$ cat src/rtl/calc_op_sequencer.sv
// -----------------------------------------------------------------------------
// calc_op_sequencer
//
// Runs one calculator operation on the shared arithmetic engine. While the
// control unit holds enable high, the block collects operand A (and operand B
// for binary ops) from the switch bus. Each operand is confirmed by a next
// pulse. The block then fires a one-cycle engine start, waits for the engine's
// done, and holds the result for display until the user presses next again.
//
// Handshake semantics: eng_start is a single-cycle request. eng_result and
// eng_err are taken only in the cycle eng_done is high while in WAIT. Towards
// the control unit, done is a level that is high only in SHOW, and the control
// unit treats done && next in one cycle as completion.
//
// Optional build macro: SEQ_WATCHDOG_EN enables a WAIT watchdog. After
// MAX_WAIT WAIT cycles with no eng_done, the block goes to SHOW with err = 1
// and result = all ones.
//
// Ports:
//   Clk, Reset_n            clock; asynchronous active-low reset
//   enable                  high while the control unit is in an op state
//   op[2:0]                 operation code (7 is reserved and raises an error)
//   data_in[DATA_W-1:0]     switch bus
//   next                    one-cycle debounced button pulse
//   eng_start/op/a/b        engine request (start, latched op and operands)
//   eng_done/result/err     engine completion, result and error
//   num1_out/num2_out       operands for the displays (live while being entered)
//   result[2*DATA_W-1:0]    latched result
//   phase[2:0]              current state code (IDLE 0 .. SHOW 5)
//   done                    high only in SHOW
//   err                     latched error flag
// -----------------------------------------------------------------------------
module calc_op_sequencer #(
    parameter int DATA_W   = 8,
    parameter int MAX_WAIT = 255
) (
    input  logic                  Clk,
    input  logic                  Reset_n,
    input  logic                  enable,
    input  logic [2:0]            op,
    input  logic [DATA_W-1:0]     data_in,
    input  logic                  next,
    output logic                  eng_start,
    output logic [2:0]            eng_op,
    output logic [DATA_W-1:0]     eng_a,
    output logic [DATA_W-1:0]     eng_b,
    input  logic                  eng_done,
    input  logic [2*DATA_W-1:0]   eng_result,
    input  logic                  eng_err,
    output logic [DATA_W-1:0]     num1_out,
    output logic [DATA_W-1:0]     num2_out,
    output logic [2*DATA_W-1:0]   result,
    output logic [2:0]            phase,
    output logic                  done,
    output logic                  err
);

    if (MAX_WAIT < 1) begin : g_bad_max_wait
        $error("calc_op_sequencer: MAX_WAIT must be at least 1");
    end

    typedef enum logic [2:0] {
        S_IDLE  = 3'd0,
        S_GET_A = 3'd1,
        S_GET_B = 3'd2,
        S_START = 3'd3,
        S_WAIT  = 3'd4,
        S_SHOW  = 3'd5
    } state_t;

    state_t                state, state_nxt;
    logic [2:0]            op_r, op_r_nxt;
    logic [DATA_W-1:0]     num1, num1_nxt;
    logic [DATA_W-1:0]     num2, num2_nxt;
    logic [2*DATA_W-1:0]   result_r, result_nxt;
    logic                  err_r, err_nxt;
    logic                  eng_active;

`ifdef SEQ_WATCHDOG_EN
    localparam int CNT_W = ($clog2(MAX_WAIT + 1) > 8) ? $clog2(MAX_WAIT + 1) : 8;
    // The counter holds the number of WAIT cycles already spent. So the last
    // allowed WAIT cycle is the one where it reads MAX_WAIT-1.
    localparam logic [CNT_W-1:0] WD_LAST = CNT_W'(MAX_WAIT - 1);
    logic [CNT_W-1:0]      wd_cnt, wd_nxt;
`endif

    always_ff @(posedge Clk or negedge Reset_n) begin
        if (!Reset_n) begin
            state    <= S_IDLE;
            op_r     <= '0;
            num1     <= '0;
            num2     <= '0;
            result_r <= '0;
            err_r    <= 1'b0;
`ifdef SEQ_WATCHDOG_EN
            wd_cnt   <= '0;
`endif
        end else begin
            state    <= state_nxt;
            op_r     <= op_r_nxt;
            num1     <= num1_nxt;
            num2     <= num2_nxt;
            result_r <= result_nxt;
            err_r    <= err_nxt;
`ifdef SEQ_WATCHDOG_EN
            wd_cnt   <= wd_nxt;
`endif
        end
    end

    always_comb begin
        state_nxt  = state;
        op_r_nxt   = op_r;
        num1_nxt   = num1;
        num2_nxt   = num2;
        result_nxt = result_r;
        err_nxt    = err_r;
`ifdef SEQ_WATCHDOG_EN
        // The counter is zero outside WAIT, so every entry into WAIT starts at 0.
        wd_nxt     = (state == S_WAIT) ? wd_cnt + CNT_W'(1) : '0;
`endif

        // Abort has priority over everything, including a same-cycle next or
        // eng_done. Latched values are kept for display until the next op starts.
        if (state != S_IDLE && !enable) begin
            state_nxt = S_IDLE;
        end else begin
            case (state)
                S_IDLE: begin
                    if (enable) begin
                        op_r_nxt   = op;
                        num1_nxt   = '0;
                        num2_nxt   = '0;
                        result_nxt = '0;
                        err_nxt    = 1'b0;
                        if (op == 3'd7) begin
                            err_nxt   = 1'b1;
                            state_nxt = S_SHOW;
                        end else begin
                            state_nxt = S_GET_A;
                        end
                    end
                end
                S_GET_A: begin
                    if (next) begin
                        num1_nxt  = data_in;
                        // isprime and sqrt are unary, so operand B stays 0.
                        state_nxt = (op_r >= 3'd5) ? S_START : S_GET_B;
                    end
                end
                S_GET_B: begin
                    if (next) begin
                        num2_nxt  = data_in;
                        state_nxt = S_START;
                    end
                end
                S_START: state_nxt = S_WAIT;
                S_WAIT: begin
                    if (eng_done) begin
                        result_nxt = eng_result;
                        err_nxt    = eng_err;
                        state_nxt  = S_SHOW;
                    end
`ifdef SEQ_WATCHDOG_EN
                    else if (wd_cnt == WD_LAST) begin
                        result_nxt = '1;
                        err_nxt    = 1'b1;
                        state_nxt  = S_SHOW;
                    end
`endif
                end
                S_SHOW: begin
                    if (next) state_nxt = S_IDLE;
                end
                default: state_nxt = S_IDLE;
            endcase
        end
    end

    // The engine interface carries the operands only while a request is in flight.
    assign eng_active = (state == S_START) || (state == S_WAIT);
    assign eng_start  = (state == S_START);
    assign eng_op     = eng_active ? op_r : 3'd0;
    assign eng_a      = eng_active ? num1 : '0;
    assign eng_b      = eng_active ? num2 : '0;

    // While an operand is being entered, the display follows the switches.
    assign num1_out   = (state == S_GET_A) ? data_in : num1;
    assign num2_out   = (state == S_GET_B) ? data_in : num2;
    assign result     = result_r;
    assign err        = err_r;
    assign done       = (state == S_SHOW);
    assign phase      = state;

endmodule

$ cat config.mk
export PLATFORM = sky130hd
export DESIGN_NAME = calc_op_sequencer
export DESIGN_NICKNAME = d
export VERILOG_FILES = /design/src/rtl/calc_op_sequencer.sv
export SDC_FILE = /design/constraint.sdc
export NUM_CORES = 1
export LEC_CHECK = 0
export CORE_MARGIN = 2
export CORE_UTILIZATION = 44
export DETAILED_ROUTE_END_ITERATION = 8
export GPL_TIMING_DRIVEN = 1
export HOLD_SLACK_MARGIN = 0.06
export PLACE_DENSITY = 0.92
export SYNTH_ARGS = -nofsm -noshare
export SYNTH_HDL_FRONTEND = slang
export SYNTH_SLANG_ARGS = --single-unit
$ cat constraint.sdc
create_clock -name Clk -period 3.81 [get_ports Clk]
set_input_delay 0.381 -clock Clk [delete_from_list [all_inputs] [get_ports Clk]]
set_output_delay 0.381 -clock Clk [all_outputs]
set_load 0.1 [all_outputs]
==> flow_summary.json <==
{
  "grt_pass1_wl_um": 8070,
  "cts_buffer_depth": 2,
  "final_common_cell": "nand2_1",
  "crit_type": "flop to output pin",
  "drc": 0,
  "die-area_sq_um": 4970,
  "viasPerCell": 5.01,
  "rr_startpoint": "phase[2]",
  "first_global_vias": 1719,
  "power_mw": 1.52,
  "rows": 24,
  "clkTransAtPathRegs_ns": 0.07,
  "run_status": "finished, final reports clean",
  "worst_slack_ns": 0.940,
  "critical_path.slowest_cell": "dfrtp_1",
  "cts_resized": 0,
  "start_util_pct": 45.3,
  "setup_viol": 0,
  "worstPathRequired_ns": 3.43,
  "yosysUniqueCellTypes": 27,
  "fin_crit_sh_pct": 75.3,
  "synth_top_cell_by_area": "dfrtp_1",
  "cp_top_family": "flip-flops",
  "grt_max_degree": 40,
  "cts_hold_buf": 0,
  "crit_buf_inv": 1,
  "p_per_area_nw_per_um2": 542,
  "power.leakage_nw": 1.22,
  "drt-total-wl_um": 4910,
  "clock_latency_ns": 0.28,
  "crit_path_start": "phase[2]",
  "cp-end-kind": "output pin",
  "vias": 1860,
  "fmax_ghz": 0.348,
  "yosys-top-cells-area": "dfrtp_1, nand2_1, o21ai_0",
  "grt_setup_unrepaired": "no",
  "hp-class": "input pin to asynchronous set/reset pin",
  "clock_sinks": 39,
  "diodes": 0,
  "fin_crit_ns": 2.87,
  "ys_seq_area_share_pct": 50.2,
  "gp_congestion": 0.780,
  "async_flop_share_pct": 100,
  "synth_cells": 237,
  "yosys_warnings": 0,
  "synth_edf_count": 0,
  "cts-root-buf": "clkbuf_8",
  "ios": 90,
  "final_hold_viol_count": 0,
  "fin_worst_skew_ns": 0.00650,
  "antenna_found_initial": 0,
  "fin_area_sq_um": 2800,
  "synth_area_sq_um": 1940,
  "place_area_sq_um": 2730,
  "whs_ns": 0.196,
  "numPortBuffers": 89,
  "die_w_um": 70.5,
  "grt_use_total_pct": 20.7,
  "critical_path.cell_chain": "and3b_4 -> a21oi_4 -> nor2b_1 -> buf_4",
  "tightest_slew_ns": 1.09,
  "start_kind": "flop",
  "htree_num_levels": 2,
  "overflow": 0,
  "cts_buffers": 5,
  "syn_area_per_cell_sq_um": 8.20,
  "max_stage_delay_ns": 1.07,
  "layout_common_cells": "nand2_1, clkdlybuf4s50_1, o21ai_0, dfrtp_1, buf_4",
  "ys_ff_latch": 39,
  "ant_nets": 0,
  "hpwlAfterDp_um": 3670,
  "drive_gt1_share_pct": 16.3,
  "post-cts-setup-buffers": 0,
  "dp_slack_ns": 1.27,
  "post-route-util_pct": 65.3,
  "fin_nets": 353,
  "crit_fanout": 31,
  "cts_tree": "built",
  "arrival_ns": 2.49,
  "die_h_um": 70.5,
  "maxCapViolCount": 0,
  "synth_top_flop_cell": "dfrtp_1",
  "vdd_drop_max_mv": 0.343,
  "slew_headroom_pct": 27.5,
  "synthesis.nets": 270,
  "core_sq_um": 4290,
  "synth_top_area_share_pct": 50.2,
  "wl_per_cell_um": 13.2,
  "drt_iter0_markers": 60,
  "finalMaxSlewViolations": 0,
  "syn2layout_area_growth_pct": 44.1,
  "first_pass_iters": 5
}
[state kept, by name (all words and copies together) (netlist names)]
name,count
result,16
num1,8
num2,8
op_r,3
phase,3
err,1
[through the flow]
step | TNS, ns | cells
final | 0 | 371
after global routing | 0 | 371
after CTS | 0 | 371
after detailed placement | 0 | 365
after global placement | 0 | 365
after floorplan | -3.44 | 237
[power breakdown]
part | leakage (nW) | switching [mW] | internal [mW]
clock network | 0.0371 | 0.129 | 0.122
registers | 0.526 | 0.0516 | 0.468
logic | 0.654 | 0.579 | 0.171
total | 1.22 | 0.759 | 0.761
[path summary, 6_finish.rpt]
check                             end  slack, ns  cells past startpoint
setup / recovery            eng_op[0]       0.94                      4
hold / removal             result[15]       0.20                      1
setup reg to reg           result[11]       1.44                      3
hold reg to reg                   err       0.48                      2
max in group asynchronous     op_r[0]       3.08                      1
min in group Clk                  err       0.48                      2
[Yosys cell counts (2+ instances only)]
cell	count
nor3_1	4
nand2_1	65
a211o_1	2
dfrtp_1	39
nand3_1	3
nor3b_4	2
nor2_1	19
nand2b_1	4
buf_2	8
nor3b_1	2
a21oi_1	3
clkbuf_1	2
inv_1	17
o21ai_1	4
mux2_2	3
o21ai_0	47
nor2b_1	3
[final cells by class]
cell class,count,area [sq um]
sequential,39,976
inverter,17,63.8
tap,52,65.1
timing repair buffer,89,791
multi-input combinational,168,835
fill,360,1490
clock buffer,6,72.6
[per-layer routing]
metal  track usage, %  wire [um]
met5                0          0
met4             6.84         91
met3             5.77        258
met2             33.9       2440
met1             26.3       2120
[cells by family (layout without fill, tap and decap cells)]
| family | after synthesis | count (layout) | share of synthesized area, % |
|---|---|---|---|
| AND/OR/NAND/NOR | 106 | 106 | 24.8 |
| buffers and inverters | 30 | 112 | 6.89 |
| AO/OA/AOI/OAI | 59 | 59 | 16.4 |
| multiplexers | 3 | 3 | 1.74 |
| flip-flops | 39 | 39 | 50.2 |
No activity file was read; power rests on OpenSTA's default activity.
